`config.mk`:
```
export PLATFORM = sky130hd
export DESIGN_NAME = branch_resolve_stage_flat
export DESIGN_NICKNAME = d
export VERILOG_FILES = /design/src/rtl/branch_resolve_stage_if.sv /design/src/rtl/branch_resolve_stage.sv /design/src/flat_wrapper.sv
export SDC_FILE = /design/constraint.sdc
export NUM_CORES = 1
export LEC_CHECK = 0
export CAP_MARGIN = 5
export CORE_MARGIN = 4
export CORE_UTILIZATION = 41
export DETAILED_ROUTE_END_ITERATION = 6
export HOLD_SLACK_MARGIN = 0.02
export PLACE_DENSITY = 0.66
export RECOVER_POWER = 50
export REMOVE_ABC_BUFFERS = 1
export SKIP_LAST_GASP = 1
export SLEW_MARGIN = 0
export SYNTH_ARGS = -nofsm -noshare
export SYNTH_HDL_FRONTEND = slang
export SYNTH_SLANG_ARGS = --single-unit
```
`constraint.sdc`:
```
create_clock -name clk -period 5.1 [get_ports clk]
set_input_delay 0.765 -clock clk [delete_from_list [all_inputs] [get_ports clk]]
set_output_delay 0.765 -clock clk [all_outputs]
set_load 0.01 [all_outputs]
```
`src/rtl/branch_resolve_stage_if.sv`:
```
// Handshake bundle between ALU stage, branch resolve stage and memory stage.
// Trap signals exist only when BR_MISALIGN_TRAP_EN is defined.
interface branch_resolve_stage_if #(
    parameter int XLEN = 32
);
    logic            in_valid;
    logic            in_ready;
    logic [XLEN-1:0] aluresult;
    logic [3:0]      flags;
    logic [XLEN-1:0] pc;
    logic [XLEN-1:0] imm;
    logic [2:0]      funct3;
    logic            branch;
    logic            jal;
    logic            jalr;
    logic [4:0]      rd;
    logic            regwrite;
    logic            memwrite;
    logic            out_valid;
    logic            out_ready;
    logic [XLEN-1:0] out_result;
    logic [4:0]      out_rd;
    logic            out_regwrite;
    logic            out_memwrite;
    logic            redirect;
    logic [XLEN-1:0] redirect_pc;
`ifdef BR_MISALIGN_TRAP_EN
    logic            trap;
    logic [XLEN-1:0] trap_pc;
`endif

    modport master (
        output in_valid, aluresult, flags, pc, imm, funct3,
        output branch, jal, jalr, rd, regwrite, memwrite, out_ready,
        input  in_ready, out_valid, out_result, out_rd,
        input  out_regwrite, out_memwrite,
`ifdef BR_MISALIGN_TRAP_EN
        input  trap, trap_pc,
`endif
        input  redirect, redirect_pc
    );

    modport slave (
        input  in_valid, aluresult, flags, pc, imm, funct3,
        input  branch, jal, jalr, rd, regwrite, memwrite, out_ready,
        output in_ready, out_valid, out_result, out_rd,
        output out_regwrite, out_memwrite,
`ifdef BR_MISALIGN_TRAP_EN
        output trap, trap_pc,
`endif
        output redirect, redirect_pc
    );
endinterface

```
`src/rtl/branch_resolve_stage.sv`:
```
// Branch resolve stage: RV32I condition/target, redirect + squash, 2-entry skid buffer.
// Define BR_MISALIGN_TRAP_EN to trap on taken targets with bit 1 set.
module branch_resolve_stage #(
    parameter int XLEN          = 32,
    parameter int SQUASH_CYCLES = 1
) (
    input logic                   clk,
    input logic                   reset,
    branch_resolve_stage_if.slave bus
);
    typedef struct packed {
        logic [XLEN-1:0] result;
        logic [4:0]      rd;
        logic            regwrite;
        logic            memwrite;
    } ent_t;

    logic [1:0]      cnt_q, cnt_d;
    ent_t            head_q, head_d;
    ent_t            tail_q, tail_d;
    logic            in_ready_q, in_ready_d;
    logic [1:0]      sq_q, sq_d;
    logic            redirect_q, redirect_d;
    logic [XLEN-1:0] redirect_pc_q, redirect_pc_d;
`ifdef BR_MISALIGN_TRAP_EN
    logic            trap_q, trap_d;
    logic [XLEN-1:0] trap_pc_q, trap_pc_d;
`endif

    logic            accept;
    logic            live;
    logic            cond;
    logic            taken;
    logic            misalign;
    logic            push;
    logic            pop;
    logic            out_valid;
    logic [XLEN-1:0] target;
    logic [XLEN-1:0] link;
    ent_t            new_ent;

    // flags are packed {v,c,n,z}
    always_comb begin
        cond = 1'b0;
        unique case (bus.funct3)
            3'b000:  cond = bus.flags[0];
            3'b001:  cond = ~bus.flags[0];
            3'b100:  cond = bus.flags[1] ^ bus.flags[3];
            3'b101:  cond = ~(bus.flags[1] ^ bus.flags[3]);
            3'b110:  cond = ~bus.flags[2];
            3'b111:  cond = bus.flags[2];
            default: cond = 1'b0;
        endcase
    end

    always_comb begin
        accept = bus.in_valid & in_ready_q;
        live   = accept & (sq_q == 2'd0);
        taken  = (bus.branch & cond) | bus.jal | bus.jalr;
        target = bus.jalr ? {bus.aluresult[XLEN-1:1], 1'b0}
                          : bus.pc + bus.imm;
        link   = bus.pc + XLEN'(4);
`ifdef BR_MISALIGN_TRAP_EN
        misalign = taken & target[1];
`else
        misalign = 1'b0;
`endif
        new_ent.result   = (bus.jal | bus.jalr) ? link : bus.aluresult;
        new_ent.rd       = bus.rd;
        new_ent.regwrite = bus.regwrite & ~misalign;
        new_ent.memwrite = bus.memwrite;
    end

    // Squash window counts cycles, not beats, starting the cycle after a taken beat
    always_comb begin
        sq_d          = sq_q;
        redirect_d    = live & taken & ~misalign;
        redirect_pc_d = redirect_pc_q;
        if (live & taken) begin
            sq_d          = 2'(SQUASH_CYCLES);
            redirect_pc_d = target;
        end else if (sq_q != 2'd0) begin
            sq_d = sq_q - 2'd1;
        end
    end

`ifdef BR_MISALIGN_TRAP_EN
    always_comb begin
        trap_d    = live & misalign;
        trap_pc_d = trap_d ? bus.pc : trap_pc_q;
    end
`endif

    assign out_valid = (cnt_q != 2'd0);
    assign push      = live;
    assign pop       = out_valid & bus.out_ready;

    always_comb begin
        cnt_d  = cnt_q;
        head_d = head_q;
        tail_d = tail_q;
        unique case ({push, pop})
            2'b10: begin
                if (cnt_q == 2'd0) head_d = new_ent;
                else tail_d = new_ent;
                cnt_d = cnt_q + 2'd1;
            end
            2'b01: begin
                head_d = tail_q;
                cnt_d  = cnt_q - 2'd1;
            end
            2'b11: begin
                if (cnt_q == 2'd1) begin
                    head_d = new_ent;
                end else begin
                    head_d = tail_q;
                    tail_d = new_ent;
                end
            end
            default: ;
        endcase
        in_ready_d = (cnt_d != 2'd2);
    end

    always_ff @(posedge clk) begin
        if (reset) begin
            cnt_q         <= '0;
            head_q        <= '0;
            tail_q        <= '0;
            in_ready_q    <= 1'b1;
            sq_q          <= '0;
            redirect_q    <= 1'b0;
            redirect_pc_q <= '0;
`ifdef BR_MISALIGN_TRAP_EN
            trap_q        <= 1'b0;
            trap_pc_q     <= '0;
`endif
        end else begin
            cnt_q         <= cnt_d;
            head_q        <= head_d;
            tail_q        <= tail_d;
            in_ready_q    <= in_ready_d;
            sq_q          <= sq_d;
            redirect_q    <= redirect_d;
            redirect_pc_q <= redirect_pc_d;
`ifdef BR_MISALIGN_TRAP_EN
            trap_q        <= trap_d;
            trap_pc_q     <= trap_pc_d;
`endif
        end
    end

    assign bus.in_ready     = in_ready_q;
    assign bus.out_valid    = out_valid;
    assign bus.out_result   = head_q.result;
    assign bus.out_rd       = head_q.rd;
    assign bus.out_regwrite = head_q.regwrite;
    assign bus.out_memwrite = head_q.memwrite;
    assign bus.redirect     = redirect_q;
    assign bus.redirect_pc  = redirect_pc_q;
`ifdef BR_MISALIGN_TRAP_EN
    assign bus.trap         = trap_q;
    assign bus.trap_pc      = trap_pc_q;
`endif
endmodule

```
`src/flat_wrapper.sv`:
```
// flat-port wrapper written by rule: the top's interface ports become plain ports
module branch_resolve_stage_flat 
#(
    parameter int XLEN          = 32,
    parameter int SQUASH_CYCLES = 1
)
  (clk, reset, bus_in_valid, bus_aluresult, bus_flags, bus_pc, bus_imm, bus_funct3, bus_branch, bus_jal, bus_jalr, bus_rd, bus_regwrite, bus_memwrite, bus_out_ready, bus_in_ready, bus_out_valid, bus_out_result, bus_out_rd, bus_out_regwrite, bus_out_memwrite, bus_redirect, bus_redirect_pc);
  branch_resolve_stage_if #(.XLEN(XLEN)) bus_i ();
  input logic clk;
  input logic reset;
  input wire logic [$bits(bus_i.in_valid)-1:0] bus_in_valid;
  input wire logic [$bits(bus_i.aluresult)-1:0] bus_aluresult;
  input wire logic [$bits(bus_i.flags)-1:0] bus_flags;
  input wire logic [$bits(bus_i.pc)-1:0] bus_pc;
  input wire logic [$bits(bus_i.imm)-1:0] bus_imm;
  input wire logic [$bits(bus_i.funct3)-1:0] bus_funct3;
  input wire logic [$bits(bus_i.branch)-1:0] bus_branch;
  input wire logic [$bits(bus_i.jal)-1:0] bus_jal;
  input wire logic [$bits(bus_i.jalr)-1:0] bus_jalr;
  input wire logic [$bits(bus_i.rd)-1:0] bus_rd;
  input wire logic [$bits(bus_i.regwrite)-1:0] bus_regwrite;
  input wire logic [$bits(bus_i.memwrite)-1:0] bus_memwrite;
  input wire logic [$bits(bus_i.out_ready)-1:0] bus_out_ready;
  output wire logic [$bits(bus_i.in_ready)-1:0] bus_in_ready;
  output wire logic [$bits(bus_i.out_valid)-1:0] bus_out_valid;
  output wire logic [$bits(bus_i.out_result)-1:0] bus_out_result;
  output wire logic [$bits(bus_i.out_rd)-1:0] bus_out_rd;
  output wire logic [$bits(bus_i.out_regwrite)-1:0] bus_out_regwrite;
  output wire logic [$bits(bus_i.out_memwrite)-1:0] bus_out_memwrite;
  output wire logic [$bits(bus_i.redirect)-1:0] bus_redirect;
  output wire logic [$bits(bus_i.redirect_pc)-1:0] bus_redirect_pc;
  assign bus_i.in_valid = bus_in_valid;
  assign bus_i.aluresult = bus_aluresult;
  assign bus_i.flags = bus_flags;
  assign bus_i.pc = bus_pc;
  assign bus_i.imm = bus_imm;
  assign bus_i.funct3 = bus_funct3;
  assign bus_i.branch = bus_branch;
  assign bus_i.jal = bus_jal;
  assign bus_i.jalr = bus_jalr;
  assign bus_i.rd = bus_rd;
  assign bus_i.regwrite = bus_regwrite;
  assign bus_i.memwrite = bus_memwrite;
  assign bus_i.out_ready = bus_out_ready;
  assign bus_in_ready = bus_i.in_ready;
  assign bus_out_valid = bus_i.out_valid;
  assign bus_out_result = bus_i.out_result;
  assign bus_out_rd = bus_i.out_rd;
  assign bus_out_regwrite = bus_i.out_regwrite;
  assign bus_out_memwrite = bus_i.out_memwrite;
  assign bus_redirect = bus_i.redirect;
  assign bus_redirect_pc = bus_i.redirect_pc;
  branch_resolve_stage #(.XLEN(XLEN), .SQUASH_CYCLES(SQUASH_CYCLES)) u_core (.clk(clk), .reset(reset), .bus(bus_i));
endmodule
```
# --- After elaboration in Yosys (flattened, before gate mapping) ---
# Index checks and enable logic that the tools add are counted.
totals:
  ff_bits: 116
  input_bits: 117
  output_inout_bits: 74
  word_cells: 67
classes:
  add_sub_neg: 5
  eq_ne: 13
  n_mux: 12
  bitwise: 12
  n_reduce_logical: 11
op_table:
  columns: ["operator", "count"]
  rows:
  - ["39-bit 2-to-1 mux", 4]
  - ["39-bit one-hot mux with 3 select lines", 1]
  - ["39-bit one-hot mux with 2 select lines", 1]
  - ["32-bit 2-to-1 mux", 2]
  - ["32-bit by 3-bit adder with 32-bit output, second input constant", 1]
  - ["32-bit adder", 1]
  - ["3-bit equality test, second input constant", 4]
  - ["2-bit nonzero test", 4]
  - ["2-bit inequality test, second input constant", 3]
  - ["1-bit one-hot mux with 6 select lines", 1]
  - ["1-bit AND", 5]
  - ["2-bit by 1-bit equality test with 1-bit output, second input constant", 2]
  - ["2-bit equality test, second input constant", 2]
  - ["2-bit logical NOT", 2]
  - ["2-bit one-hot mux with 2 select lines", 1]
  - ["2-bit by 1-bit subtractor with 2-bit output, second input constant", 2]
  - ["3-bit by 1-bit equality test with 1-bit output, second input constant", 1]
  - ["3-bit logical NOT", 1]
  - ["1-bit NOT", 3]
  - ["1-bit bitwise OR", 3]
  - ["3-bit AND reduction", 1]
  - ["3-bit nonzero test", 1]
  - ["2-bit by 1-bit adder with 2-bit output, second input constant", 1]
  - ["1-bit 2-to-1 mux", 2]
  - ["4 further kinds", 4]

# --- Depth between registers and ports, before layout ---
depth:
  depth_word: 8
  ltp_mapped: 11
  depth_no_buf: 10

# --- Least setup slack after synthesis ---
# No wires, ideal clock.
synth_timing:
  path_kind: "input to register"
  start: "input port bus_imm[0]"
  end: "register u_core.redirect_pc_q[12], in the netlist u_core.bus.redirect_pc[12]"
  setup_ps: 128
  t_arrival_ps: 2819
  t_required_ps: 4972
  slack_ps: 2153
  stages: 10
  n_path_buf: 0
  path_cell_list: "ha_1 fa_1 a211oi_1 o21bai_1 a21oi_1 o21ai_0 a21o_1 a21oi_1 xor2_1 o21ai_0"
synth_between:
  elab_chain_len: 2
synth_lines:
  columns: ["item", "line_no", "source"]
  rows:
  - ["from (decl)", "flat_wrapper.sv:15", "input wire logic [$bits(bus_i.imm)-1:0] bus_imm;"]
  - ["32-bit adder", "branch_resolve_stage.sv:61", ": bus.pc + bus.imm;"]
  - ["32-bit 2-to-1 mux", "branch_resolve_stage.sv:60", "target = bus.jalr ? {bus.aluresult[XLEN-1:1], 1'b0}"]
  - ["to (signal assigned)", "branch_resolve_stage.sv:145", "redirect_pc_q <= redirect_pc_d;"]
  - ["to (decl)", "branch_resolve_stage.sv:24", "logic [XLEN-1:0] redirect_pc_q, redirect_pc_d;"]
# Every way passes these cells.
# A chain may end at the register's enable or synchronous reset.

# --- Final worst setup path ---
layout_timing:
  start: "input port bus_out_ready"
  end: "register u_core.tail_q[35] (netlist bit)"
layout_between:
  elab_chain_len: 4
  word_cells_on_any_way: 8
  cone_classes: "eq/ne (4); mux (1); bitwise (1); reduce/logical (2)"
layout_lines:
  columns: ["item", "line_no", "source"]
  rows:
  - ["from (decl)", "flat_wrapper.sv:23", "input wire logic [$bits(bus_i.out_ready)-1:0] bus_out_ready;"]
  - ["1-bit AND (*)", "branch_resolve_stage.sv:96", "assign pop = out_valid & bus.out_ready;"]
  - ["2-bit equality test", "branch_resolve_stage.sv:102", "unique case ({push, pop})"]
  - ["2-bit inequality test (no source line) / 2-bit nonzero test (equally long branches)", null, null]
  - ["3-bit AND reduction (no source line)", null, null]
  - ["to (signal assigned)", "branch_resolve_stage.sv:141", "tail_q <= tail_d;"]
  - ["to (decl)", "branch_resolve_stage.sv:20", "ent_t tail_q, tail_d;"]
# Mark *: on every way between the ends. The rest lies on a longest branch, timed or not.

==> metrics.txt <==
# TYPE chip_impl_metric gauge
chip_impl_info{name="run_status",value="finished, violations left"} 1
chip_impl_info{name="failing_checks",value="max-capacitance violations, max-slew violations"} 1
chip_impl_metric{name="r2r_cells",unit=""} 10
chip_impl_metric{name="critical_path.n_buffers_inverters",unit=""} 3
chip_impl_metric{name="dp_worst_setup_slack",unit="ns"} 1.306
chip_impl_metric{name="synth_cell_types",unit=""} 64
chip_impl_metric{name="initial_utilization",unit=""} 0.4170
chip_impl_metric{name="postRouteWirelength",unit="um"} 23780
chip_impl_metric{name="detailedRoute.firstPassIterationCount",unit=""} 5
chip_impl_metric{name="area_delta_synth_final",unit="%"} 36.45
chip_impl_info{name="r2r-start",value="u_core.cnt_q[0]"} 1
chip_impl_metric{name="placed_cells",unit=""} 1306
chip_impl_metric{name="portBuffers",unit=""} 190
chip_impl_metric{name="dp.final_hpwl",unit="um"} 17720
chip_impl_metric{name="grt_first_pass_wirelength",unit="um"} 37700
chip_impl_info{name="clock-root-buffer",value="clkbuf_16"} 1
chip_impl_metric{name="antenna_violating_nets_post_route",unit=""} 0
chip_impl_metric{name="mappedNetlistArea",unit="um2"} 7188
chip_impl_metric{name="die-area",unit="um2"} 19720
chip_impl_metric{name="number_of_flops_mapped_to_enable_cells_by_yosys",unit=""} 0
chip_impl_metric{name="final.setup.tns",unit="ns"} 0
chip_impl_metric{name="rows",unit=""} 48
chip_impl_metric{name="final_period_minus_worst_setup_slack",unit="ns"} 3.893
chip_impl_metric{name="synthArstFlopShare",unit=""} 0
chip_impl_metric{name="yosysWarningCount",unit=""} 0
chip_impl_metric{name="critical_path_cell_count",unit=""} 9
chip_impl_metric{name="power_per_cell_area",unit="nW/um2"} 433.3
chip_impl_metric{name="ff2ff_setup_slack",unit="ns"} 1.37
chip_impl_metric{name="fp.dieW",unit="um"} 140.4
chip_impl_metric{name="gp_routability_congestion",unit=""} 0.9164
chip_impl_metric{name="clock_sinks",unit=""} 116
chip_impl_info{name="layout_commonest_cell",value="nand2_1"} 1
chip_impl_info{name="setup.worst_path.end",value="u_core.tail_q[35]"} 1
chip_impl_metric{name="drv.max_cap_violation_count",unit=""} 1
chip_impl_metric{name="layout_setup_ws",unit="ns"} 1.207
chip_impl_metric{name="fmaxAchievable",unit="GHz"} 0.2569
chip_impl_info{name="layout.cells.most_common_list",value="nand2_1 (142), dfxtp_1 (116), clkdlybuf4s50_1 (113)"} 1
chip_impl_metric{name="final_nets",unit=""} 1256
chip_impl_metric{name="critical-path-max-stage-delay",unit="ns"} 1.35
chip_impl_metric{name="clockBufferDepth",unit=""} 2
chip_impl_info{name="clock_tree_from_tritoncts",value="built"} 1
chip_impl_metric{name="relSlewSlack",unit=""} -0.2349
chip_impl_metric{name="cellLeakagePower",unit="nW"} 3.841
chip_impl_metric{name="final_setup_violations",unit=""} 0
chip_impl_metric{name="finish.instance_area",unit="um2"} 9808
chip_impl_info{name="cpLargestDelayFamily",value="buffers and inverters"} 1
chip_impl_metric{name="peakVddDrop",unit="mV"} 0.2927
chip_impl_metric{name="ys_ff_latch",unit=""} 116
chip_impl_metric{name="cts_max_level",unit=""} 4
chip_impl_metric{name="drcViolationCount",unit=""} 0
chip_impl_info{name="min-delay-path-class",value="reg -> reg"} 1
chip_impl_metric{name="grt.overflow.total",unit=""} 0
chip_impl_metric{name="data_arrival_time_of_the_worst_path",unit="ns"} 4.17
chip_impl_metric{name="insertion_delay",unit="ns"} 0.42
chip_impl_metric{name="via_count",unit=""} 7425
chip_impl_info{name="rsz0062_at_grt",value="no"} 1
chip_impl_metric{name="instances_no_fill",unit=""} 1339
chip_impl_metric{name="hold_violations",unit=""} 0
chip_impl_metric{name="timing_worst_slew_pin_value",unit="ns"} 1.852
chip_impl_metric{name="grt_max_degree",unit=""} 83
chip_impl_metric{name="seq_area_frac_synth",unit=""} 0.3231
chip_impl_info{name="critPathLaunchType",value="input port"} 1
chip_impl_metric{name="netlist_instances",unit=""} 944
chip_impl_metric{name="io-pin-count",unit=""} 191
chip_impl_metric{name="route.detailed.wl_per_inst",unit="um"} 17.76
chip_impl_metric{name="hold_buffers",unit=""} 0
chip_impl_metric{name="postCtsSetupRepairBufs",unit=""} 0
chip_impl_metric{name="dr.first_iter.drc_count",unit=""} 526
chip_impl_metric{name="fin_skew",unit="ns"} 0.006698
chip_impl_metric{name="design.core.area",unit="um2"} 17240
chip_impl_info{name="yosys_most_used_dff",value="dfxtp_1"} 1
chip_impl_info{name="rr_endpoint",value="u_core.tail_q[35]"} 1
chip_impl_metric{name="crit_fanout",unit=""} 41
chip_impl_info{name="crit_path_start",value="bus_out_ready"} 1
chip_impl_metric{name="postPlaceCellArea",unit="um2"} 9233
chip_impl_info{name="critical-path-slowest-cell",value="clkbuf_1"} 1
chip_impl_metric{name="number_of_global_route_vias_before_repair",unit=""} 7096
chip_impl_metric{name="crit_required",unit="ns"} 5.37
chip_impl_info{name="worstSetupPathType",value="in -> reg"} 1
chip_impl_info{name="critical_path_cell_by_cell",value="dlygate4sd3_1 -> nor2b_1 -> inv_1 -> ha_1 -> o211ai_1 -> clkbuf_1 -> nor3_1 -> a21oi_1 -> nor2_1"} 1
chip_impl_metric{name="tcrit_tclk_final",unit=""} 0.7633
chip_impl_metric{name="report.final.slew_viol_count",unit=""} 42
chip_impl_metric{name="post_route_cells_drive_above_1_share",unit=""} 0.06110
chip_impl_metric{name="avgSynthCellArea",unit="um2"} 7.615
chip_impl_metric{name="floorplan.die.height",unit="um"} 140.4
chip_impl_metric{name="grt_antenna_before_repair",unit=""} 0
chip_impl_metric{name="cts_bufs_inserted",unit=""} 17
chip_impl_info{name="worst_setup_end_kind",value="flop"} 1
chip_impl_metric{name="cts.clk_slew.worst_paths",unit="ns"} 0.06
chip_impl_metric{name="routed_via_density",unit=""} 5.545
chip_impl_metric{name="postCtsResizedCells",unit=""} 0
chip_impl_metric{name="grtUsageTotal",unit=""} 0.2381
==> worst min path at each step <==
stage / start / endpoint / cells after the start / slack [ns]
after detailed placement: u_core.tail_q[0] / u_core.tail_q[0] / 2 / 0.45
after floorplan: u_core.tail_q[38] / u_core.tail_q[38] / 2 / 0.43
after global placement: u_core.tail_q[38] / u_core.tail_q[38] / 2 / 0.44
after CTS: u_core.tail_q[0] / u_core.tail_q[0] / 2 / 0.45
after global routing: u_core.tail_q[20] / u_core.tail_q[20] / 2 / 0.47
final: u_core.tail_q[6] / u_core.tail_q[6] / 2 / 0.45
==> worst reg2reg max path: cells and delay by family, from the launching register on <==
kind            cells  cell delay (ns)
compound gates      2             0.36
fa+ha+maj           2             0.56
buf+inv             3             1.64
flops               1             0.38
simple gates        3             0.67
==> cells in the mapped netlist, drive strengths merged, types with 3 or more instances <==
cell type  count  area share
a2111oi        4      0.0049
a211oi        13       0.014
a21o          13       0.014
a21oi         73       0.052
a221oi        40       0.051
a22o           3      0.0037
a22oi         16       0.017
a31oi          6      0.0052
a32oi          3      0.0037
and2           5      0.0044
and3          11      0.0096
buf           15       0.011
clkbuf        47       0.025
dfxtp        116        0.32
ha            38       0.066
inv           18      0.0094
mux2i          5      0.0070
nand2        142       0.074
nand3         15       0.010
nand4         13       0.012
nor2         113       0.060
nor2b          6      0.0056
nor3          54       0.040
o211ai         6      0.0070
o21a           3      0.0031
o21ai         75       0.055
o21bai         3      0.0031
o31ai          3      0.0031
or2            4      0.0035
xnor2         27       0.033
xor2          30       0.037
==> registers in the layout, indices dropped and copies added, names as in the netlist <==
signal and flops:
u_core.bus.in_ready 1, u_core.bus.out_memwrite 1, u_core.bus.out_rd 5, u_core.bus.out_regwrite 1
u_core.bus.out_result 32, u_core.bus.redirect 1, u_core.bus.redirect_pc 32, u_core.cnt_q 2
u_core.sq_q 2, u_core.tail_q 39
==> metrics by stage <==
step | hold slack, ns | util | power, mW
6_report | 0.4522 | 0.5690 | 4.249
5_1_grt | 0.4677 | 0.5689 | 4.551
4_1_cts | 0.4539 | 0.5699 | 4.349
3_5_place_dp | 0.4461 | 0.5356 | 3.127
3_3_place_gp | 0.4384 | 0.5356 | 3.106
2_1_floorplan | 0.4259 | - | 2.350
==> cell families (layout without fill, tap and decap cells) <==
| kind of cell | count (synthesis) | after routing | share of synthesized area |
|---|---|---|---|
| buffers and inverters | 80 | 249 | 0.04473 |
| adder cells (fa/ha/maj) | 39 | 39 | 0.06893 |
| XOR/XNOR | 58 | 58 | 0.07258 |
| flip-flops | 116 | 116 | 0.3231 |
| other | 0 | 1 | 0 |
| AND/OR/NAND/NOR | 373 | 373 | 0.2326 |
| AO/OA/AOI/OAI | 273 | 273 | 0.2512 |
| multiplexers | 5 | 5 | 0.006963 |
==> per-layer routing <==
metal  vias to the layer above  track usage  routed length, um
li1                       3704            -                  -
met1                      3448       0.3291              10910
met2                       238       0.3740              10820
met3                        35      0.04814               1620
met4                         0      0.07445                433
met5                         -            0                  0
==> where the power goes <==
group,switching (mW),internal (mW)
registers,0.136,1.18
logic,1.00,0.722
clock network,0.444,0.766
==> layout make-up <==
cell class                 count  area [um2]
sequential                   116        2322
inverter                      18       67.56
antenna                        1       2.502
clock buffer                  19       432.9
fill                        1639        7428
timing repair buffer         199        1957
tap                          225       281.5
multi-input combinational    748        4587
clock inverter                13       157.7
Power figures use the tool's default switching activity.
